$ cat src/rtl/cache_port_arbiter_if.sv
//------------------------------------------------------------------------------
// Module   : cache_port_arbiter_if
// Brief    : Single-beat cache access port (request fields plus ready/data)
// Revision : 1.0
//------------------------------------------------------------------------------
`default_nettype none

interface cache_port_arbiter_if;
  logic [31:0] mem_a;
  logic        mem_access;
  logic        mem_write;
  logic [1:0]  mem_size;
  logic [3:0]  mem_sel;
  logic [31:0] mem_st_data;
  logic        mem_ready;
  logic [31:0] mem_data;

  // Master issues the access; slave completes it.
  modport master (
    output mem_a, mem_access, mem_write, mem_size, mem_sel, mem_st_data,
    input  mem_ready, mem_data
  );

  modport slave (
    input  mem_a, mem_access, mem_write, mem_size, mem_sel, mem_st_data,
    output mem_ready, mem_data
  );
endinterface

`default_nettype wire

$ cat src/rtl/cache_port_arbiter.sv
//------------------------------------------------------------------------------
// Module   : cache_port_arbiter
// Brief    : Arbitrates inst/data cache ports onto one registered bridge port
// Revision : 1.0
//------------------------------------------------------------------------------
`default_nettype none

module cache_port_arbiter #(
  parameter int unsigned FIXED_DPRIO = 0
) (
  input  logic                        clk,
  input  logic                        resetn,
  cache_port_arbiter_if.slave         inst_port,
  cache_port_arbiter_if.slave         data_port,
  cache_port_arbiter_if.master        mem_port,
  output logic [1:0]                  grant
);

  localparam logic c_dprio = (FIXED_DPRIO != 0);

  typedef enum logic [1:0] {
    IDLE  = 2'b00,
    OWN_I = 2'b01,
    OWN_D = 2'b10
  } state_t;

  state_t      r_state;
  state_t      w_next_state;
  logic        r_last_d;

  logic [31:0] r_a;
  logic        r_access;
  logic        r_write;
  logic [1:0]  r_size;
  logic [3:0]  r_sel;
  logic [31:0] r_st_data;

  logic        w_pick_i;
  logic        w_pick_d;
  logic        w_capture;
  logic        w_done;
  logic        w_i_ready;
  logic        w_d_ready;

  logic [31:0] w_cap_a;
  logic        w_cap_write;
  logic [1:0]  w_cap_size;
  logic [3:0]  w_cap_sel;
  logic [31:0] w_cap_st_data;

  // Inst wins when alone, or on a round-robin tie after a data grant.
  assign w_pick_i = inst_port.mem_access &&
                    (!data_port.mem_access || (!c_dprio && r_last_d));
  assign w_pick_d = data_port.mem_access && !w_pick_i;

  always_ff @(posedge clk or negedge resetn) begin
    if (!resetn) begin
      r_state <= IDLE;
    end else begin
      r_state <= w_next_state;
    end
  end

  always_comb begin
    w_next_state = r_state;
    w_capture    = 1'b0;
    w_done       = 1'b0;
    w_i_ready    = 1'b0;
    w_d_ready    = 1'b0;
    case (r_state)
      IDLE: begin
        if (w_pick_i) begin
          w_next_state = OWN_I;
          w_capture    = 1'b1;
        end else if (w_pick_d) begin
          w_next_state = OWN_D;
          w_capture    = 1'b1;
        end
      end
      OWN_I: begin
        if (mem_port.mem_ready) begin
          w_next_state = IDLE;
          w_done       = 1'b1;
          w_i_ready    = 1'b1;
        end
      end
      OWN_D: begin
        if (mem_port.mem_ready) begin
          w_next_state = IDLE;
          w_done       = 1'b1;
          w_d_ready    = 1'b1;
        end
      end
      default: begin
        w_next_state = IDLE;
      end
    endcase
  end

  always_comb begin
    if (w_pick_i) begin
      w_cap_a       = inst_port.mem_a;
      w_cap_write   = inst_port.mem_write;
      w_cap_size    = inst_port.mem_size;
      w_cap_sel     = inst_port.mem_sel;
      w_cap_st_data = inst_port.mem_st_data;
    end else begin
      w_cap_a       = data_port.mem_a;
      w_cap_write   = data_port.mem_write;
      w_cap_size    = data_port.mem_size;
      w_cap_sel     = data_port.mem_sel;
      w_cap_st_data = data_port.mem_st_data;
    end
  end

  // Request fields stay frozen for the whole ownership; only access drops on completion.
  always_ff @(posedge clk or negedge resetn) begin
    if (!resetn) begin
      r_a       <= 32'h0;
      r_access  <= 1'b0;
      r_write   <= 1'b0;
      r_size    <= 2'b00;
      r_sel     <= 4'h0;
      r_st_data <= 32'h0;
      r_last_d  <= 1'b1;
    end else if (w_capture) begin
      r_a       <= w_cap_a;
      r_access  <= 1'b1;
      r_write   <= w_cap_write;
      r_size    <= w_cap_size;
      r_sel     <= w_cap_sel;
      r_st_data <= w_cap_st_data;
      r_last_d  <= w_pick_d;
    end else if (w_done) begin
      r_access  <= 1'b0;
    end
  end

  assign mem_port.mem_a       = r_a;
  assign mem_port.mem_access  = r_access;
  assign mem_port.mem_write   = r_write;
  assign mem_port.mem_size    = r_size;
  assign mem_port.mem_sel     = r_sel;
  assign mem_port.mem_st_data = r_st_data;

  assign inst_port.mem_ready  = w_i_ready;
  assign inst_port.mem_data   = mem_port.mem_data;
  assign data_port.mem_ready  = w_d_ready;
  assign data_port.mem_data   = mem_port.mem_data;

  assign grant = r_state;

endmodule

`default_nettype wire

$ cat src/flat_wrapper.sv
// flat-port wrapper written by rule: the top's interface ports become plain ports
module cache_port_arbiter_flat 
#(
  parameter int unsigned FIXED_DPRIO = 0
)
  (clk, resetn, grant, inst_port_mem_a, inst_port_mem_access, inst_port_mem_write, inst_port_mem_size, inst_port_mem_sel, inst_port_mem_st_data, inst_port_mem_ready, inst_port_mem_data, data_port_mem_a, data_port_mem_access, data_port_mem_write, data_port_mem_size, data_port_mem_sel, data_port_mem_st_data, data_port_mem_ready, data_port_mem_data, mem_port_mem_a, mem_port_mem_access, mem_port_mem_write, mem_port_mem_size, mem_port_mem_sel, mem_port_mem_st_data, mem_port_mem_ready, mem_port_mem_data);
  cache_port_arbiter_if inst_port_i ();
  cache_port_arbiter_if data_port_i ();
  cache_port_arbiter_if mem_port_i ();
  input  logic clk;
  input  logic resetn;
  output logic [1:0] grant;
  input wire logic [$bits(inst_port_i.mem_a)-1:0] inst_port_mem_a;
  input wire logic [$bits(inst_port_i.mem_access)-1:0] inst_port_mem_access;
  input wire logic [$bits(inst_port_i.mem_write)-1:0] inst_port_mem_write;
  input wire logic [$bits(inst_port_i.mem_size)-1:0] inst_port_mem_size;
  input wire logic [$bits(inst_port_i.mem_sel)-1:0] inst_port_mem_sel;
  input wire logic [$bits(inst_port_i.mem_st_data)-1:0] inst_port_mem_st_data;
  output wire logic [$bits(inst_port_i.mem_ready)-1:0] inst_port_mem_ready;
  output wire logic [$bits(inst_port_i.mem_data)-1:0] inst_port_mem_data;
  input wire logic [$bits(data_port_i.mem_a)-1:0] data_port_mem_a;
  input wire logic [$bits(data_port_i.mem_access)-1:0] data_port_mem_access;
  input wire logic [$bits(data_port_i.mem_write)-1:0] data_port_mem_write;
  input wire logic [$bits(data_port_i.mem_size)-1:0] data_port_mem_size;
  input wire logic [$bits(data_port_i.mem_sel)-1:0] data_port_mem_sel;
  input wire logic [$bits(data_port_i.mem_st_data)-1:0] data_port_mem_st_data;
  output wire logic [$bits(data_port_i.mem_ready)-1:0] data_port_mem_ready;
  output wire logic [$bits(data_port_i.mem_data)-1:0] data_port_mem_data;
  output wire logic [$bits(mem_port_i.mem_a)-1:0] mem_port_mem_a;
  output wire logic [$bits(mem_port_i.mem_access)-1:0] mem_port_mem_access;
  output wire logic [$bits(mem_port_i.mem_write)-1:0] mem_port_mem_write;
  output wire logic [$bits(mem_port_i.mem_size)-1:0] mem_port_mem_size;
  output wire logic [$bits(mem_port_i.mem_sel)-1:0] mem_port_mem_sel;
  output wire logic [$bits(mem_port_i.mem_st_data)-1:0] mem_port_mem_st_data;
  input wire logic [$bits(mem_port_i.mem_ready)-1:0] mem_port_mem_ready;
  input wire logic [$bits(mem_port_i.mem_data)-1:0] mem_port_mem_data;
  assign inst_port_i.mem_a = inst_port_mem_a;
  assign inst_port_i.mem_access = inst_port_mem_access;
  assign inst_port_i.mem_write = inst_port_mem_write;
  assign inst_port_i.mem_size = inst_port_mem_size;
  assign inst_port_i.mem_sel = inst_port_mem_sel;
  assign inst_port_i.mem_st_data = inst_port_mem_st_data;
  assign inst_port_mem_ready = inst_port_i.mem_ready;
  assign inst_port_mem_data = inst_port_i.mem_data;
  assign data_port_i.mem_a = data_port_mem_a;
  assign data_port_i.mem_access = data_port_mem_access;
  assign data_port_i.mem_write = data_port_mem_write;
  assign data_port_i.mem_size = data_port_mem_size;
  assign data_port_i.mem_sel = data_port_mem_sel;
  assign data_port_i.mem_st_data = data_port_mem_st_data;
  assign data_port_mem_ready = data_port_i.mem_ready;
  assign data_port_mem_data = data_port_i.mem_data;
  assign mem_port_mem_a = mem_port_i.mem_a;
  assign mem_port_mem_access = mem_port_i.mem_access;
  assign mem_port_mem_write = mem_port_i.mem_write;
  assign mem_port_mem_size = mem_port_i.mem_size;
  assign mem_port_mem_sel = mem_port_i.mem_sel;
  assign mem_port_mem_st_data = mem_port_i.mem_st_data;
  assign mem_port_i.mem_ready = mem_port_mem_ready;
  assign mem_port_i.mem_data = mem_port_mem_data;
  cache_port_arbiter #(.FIXED_DPRIO(FIXED_DPRIO)) u_core (.clk(clk), .resetn(resetn), .inst_port(inst_port_i), .data_port(data_port_i), .mem_port(mem_port_i), .grant(grant));
endmodule
$ cat config.mk
export PLATFORM = sky130hd
export DESIGN_NAME = cache_port_arbiter_flat
export DESIGN_NICKNAME = d
export VERILOG_FILES = /design/src/rtl/cache_port_arbiter_if.sv /design/src/rtl/cache_port_arbiter.sv /design/src/flat_wrapper.sv
export SDC_FILE = /design/constraint.sdc
export NUM_CORES = 1
export LEC_CHECK = 0
export ABC_AREA = 1
export CORE_MARGIN = 3
export CORE_UTILIZATION = 33
export DETAILED_ROUTE_END_ITERATION = 10
export PLACE_DENSITY = 0.83
export SLEW_MARGIN = 20
export SYNTH_ARGS = -nofsm -noshare
export SYNTH_HDL_FRONTEND = slang
export SYNTH_SLANG_ARGS = --single-unit
$ cat constraint.sdc
create_clock -name clk -period 1.2 [get_ports clk]
set_clock_uncertainty 0.05 [all_clocks]
set_input_delay 0.18 -clock clk [delete_from_list [all_inputs] [get_ports clk]]
set_output_delay 0.18 -clock clk [all_outputs]
set_load 0.02 [all_outputs]
==> flow_summary.yaml <==
clock_network:
  numCtsBuffers: 9
  clock_path_buffers: 2
  clk_pin_slew_worst_paths_ns: 0.06
  htree_levels: 3
  cts_tree: "built"
  cts_root_buf: "clkbuf_16"
  clkSinkCount: 75
  clk_latency_ns: 0.33
detailed_routing:
  vias: 4851
  routedLengthMet1_mm: 6.36
  drt-initial-drc-count: 278
  post-route-drc-count: 0
  routed-wl-met2_mm: 8.43
  ant_nets: 0
  highest_layer: "met4"
  via_per_inst: 4.55
  wl_mm: 16.8
  first_pass_iters: 5
  avgRoutedWirePerCell_um: 15.8
  dr_wl_met3_mm: 1.51
worst_setup_path:
  critPathMaxFanout: 12
  crit_type: "reg2reg"
  rrSetupSlack_ns: -0.23
  rr_endpoint: "u_core.mem_port.mem_a[8]$_DFFE_PN0P_"
  required_ns: 1.41
  arrival_ns: 1.64
  crit_path_start_kind: "flop"
  end_kind: "flop"
  reg2reg_depth: 8
  r2r_start: "u_core.r_last_d$_DFFE_PN1P_"
synth:
  syn_inst: 705
  synth_nets: 887
  yosys_warnings: 0
  yosysSeqAreaShare: 0.389
  synth.distinct_cells: 15
  netlist_area_mm2: 0.00483
  synth.avg_cell_area_um2: 6.86
  ys_ff_latch: 75
pwr:
  combPwrFrac: 0.556
  p_clk_frac: 0.176
  finalPower_mw: 16.9
  peakVddDrop_mv: 1.00
  leakagePower_nw: 4.22
  pwr-share-seq: 0.268
  intPower_mw: 9.63
  p_sw_frac: 0.429
  power.switching_mw: 7.24
  p_per_area_mw_per_mm2: 2220
worst_hold_path:
  hp-class: "in2async"
floorplanning:
  start_util: 0.343
  die_x_um: 127
  fp.dieH_um: 127
  dieArea_mm2: 0.0161
  core_area_mm2: 0.0141
  io_pins: 319
  rows: 43
layout:
  stdcell_count: 1065
  nFillCells: 1361
  drive_gt1_frac: 0.232
  antenna_cells: 0
  final_net_count: 1062
  layout_common_cells: "198 x nand2_1, 145 x inv_1, 144 x clkdlybuf4s50_1, 114 x nand3_1, 73 x buf_2"
  layout_commonest_cell: "nand2_1"
  synthToLayoutAreaGrowth_pct: 57.0
timing:
  setup_viol: 78
  fin_crit_sh: 1.19
  setup_slack_ns: -0.225
  min_period_ns: 1.43
  worst_pin_slew_ns: 0.373
  rsz0062_at_grt: "yes"
  max_freq_mhz: 702
  max-slew-margin-rel: 0.752
  hold_viol_final: 0
  slew_viol_final: 0
place:
  dp_hpwl_mm: 10.1
  place_ws_ns: -0.418
  place_congestion: 0.802
  port_buffers: 222
  numPlacedInstances: 1027
grt:
  grt_pass1_wl_mm: 24.1
  grt_pass1_vias: 4760
  grt_overflow_total: 0
  grt_max_degree: 42
  track_usage: 0.190
  antenna_found_initial: 0
flow_run:
  cap_violations: 0
run_status:
  run_status: "complete, but fails checks"
  violations: "setup timing"
synthesized netlist by cell type:
cell / instances / share of area
nand2_4: 2 / 0.0047
o21ai_0: 3 / 0.0031
dfrtp_1: 74 / 0.38
nand2_1: 223 / 0.17
inv_1: 149 / 0.12
inv_4: 1 / 0.0013
buf_4: 72 / 0.11
dfstp_2: 1 / 0.0054
nand4_1: 1 / 0.0013
inv_2: 2 / 0.0016
nand3_1: 143 / 0.15
ha_1: 3 / 0.0078
buf_6: 8 / 0.019
buf_2: 21 / 0.022
nand2_2: 2 / 0.0026
routing by layer:
metal	GRT usage	vias to the layer above
met2	0.335	216
met4	0.100	0
met1	0.212	2191
met3	0.0468	55
met5	0	-
li1	-	2389
kinds of logic (layout without fill, tap and decap cells):
logic type,after synthesis,after routing,share of synthesized area
simple gates,371,372,0.330
buf+inv,253,432,0.271
fa+ha+maj,3,3,0.00777
flops,75,75,0.389
compound gates,3,3,0.00311
layout make-up:
cell class	instances	area [um^2]	share of cell area
repair buffers	264	2620	0.346
multi-input cells	378	1940	0.256
flip-flops and latches	75	1880	0.248
inverters	152	587	0.0773
clock buffers	12	256	0.0338
well taps	180	225	0.0297
clock inverters	4	72.6	0.00956
repair_timing:
item                                   CTS  global route
cloned                                   7            10
gates resized for setup                346            48
hold buffers                             1             0
setup endpoints to repair              151            80
pin swaps                                6             6
setup buffers                            7             0
endpoints found under the hold margin   74             0
state kept, by name (all words and copies together), names as in the netlist:
signal,flops
u_core.mem_port.mem_size,2
u_core.mem_port.mem_sel,4
u_core.mem_port.mem_access,1
u_core.mem_port.mem_write,1
u_core.mem_port.mem_a,32
u_core.r_last_d,1
u_core.grant,2
u_core.mem_port.mem_st_data,32
how the worst max path moves through the flow:
stage / startpoint / to / slack [ns]
final: u_core.r_last_d$_DFFE_PN1P_ / u_core.mem_port.mem_a[8]$_DFFE_PN0P_ / -0.23
after CTS: u_core.grant[1]$_DFFE_PN0P_ / data_port_mem_ready / -0.24
after floorplan: u_core.r_last_d$_DFFE_PN1P_ / u_core.mem_port.mem_a[10]$_DFFE_PN0P_ / -0.04
after global routing: u_core.grant[1]$_DFFE_PN0P_ / u_core.mem_port.mem_a[12]$_DFFE_PN0P_ / -0.30
after detailed placement: mem_port_mem_ready / inst_port_mem_ready / -0.42
after global placement: mem_port_mem_ready / data_port_mem_ready / -0.41
metrics by stage:
stage | TNS [ns] | hold slack (ns) | utilization | cell area (um^2)
after floorplan | -2.36 | -0.166 | - | 4910
after global placement | -23.99 | -0.00739 | 0.488 | 6870
after detailed placement | -26.57 | -0.00548 | 0.488 | 6870
after CTS | -14.79 | 0.175 | 0.517 | 7280
after global routing | -20.36 | 0.199 | 0.538 | 7590
final | -14.39 | 0.188 | 0.538 | 7590
critical path: stages, from the launching register on:
cell and delay, ns:
dfstp_2 0.53, inv_2 0.04, nand2_4 0.10, buf_12 0.14, nand2_8 0.09, clkbuf_16 0.20, nand2_1 0.06, nand3_1 0.06
nand2_1 0.08
power groups by stage:
| stage | clock [mW] | combinational (mW) | sequential, mW |
|---|---|---|---|
| finish | 2.97 | 9.38 | 4.52 |
| floorplan | 0 | 3.53 | 6.06 |
| global placement | 0 | 8.74 | 4.54 |
| CTS | 3.06 | 8.85 | 4.52 |
| detailed placement | 0 | 8.90 | 4.56 |
| global route | 3.18 | 10.2 | 4.67 |
Power figures use the tool's default switching activity.
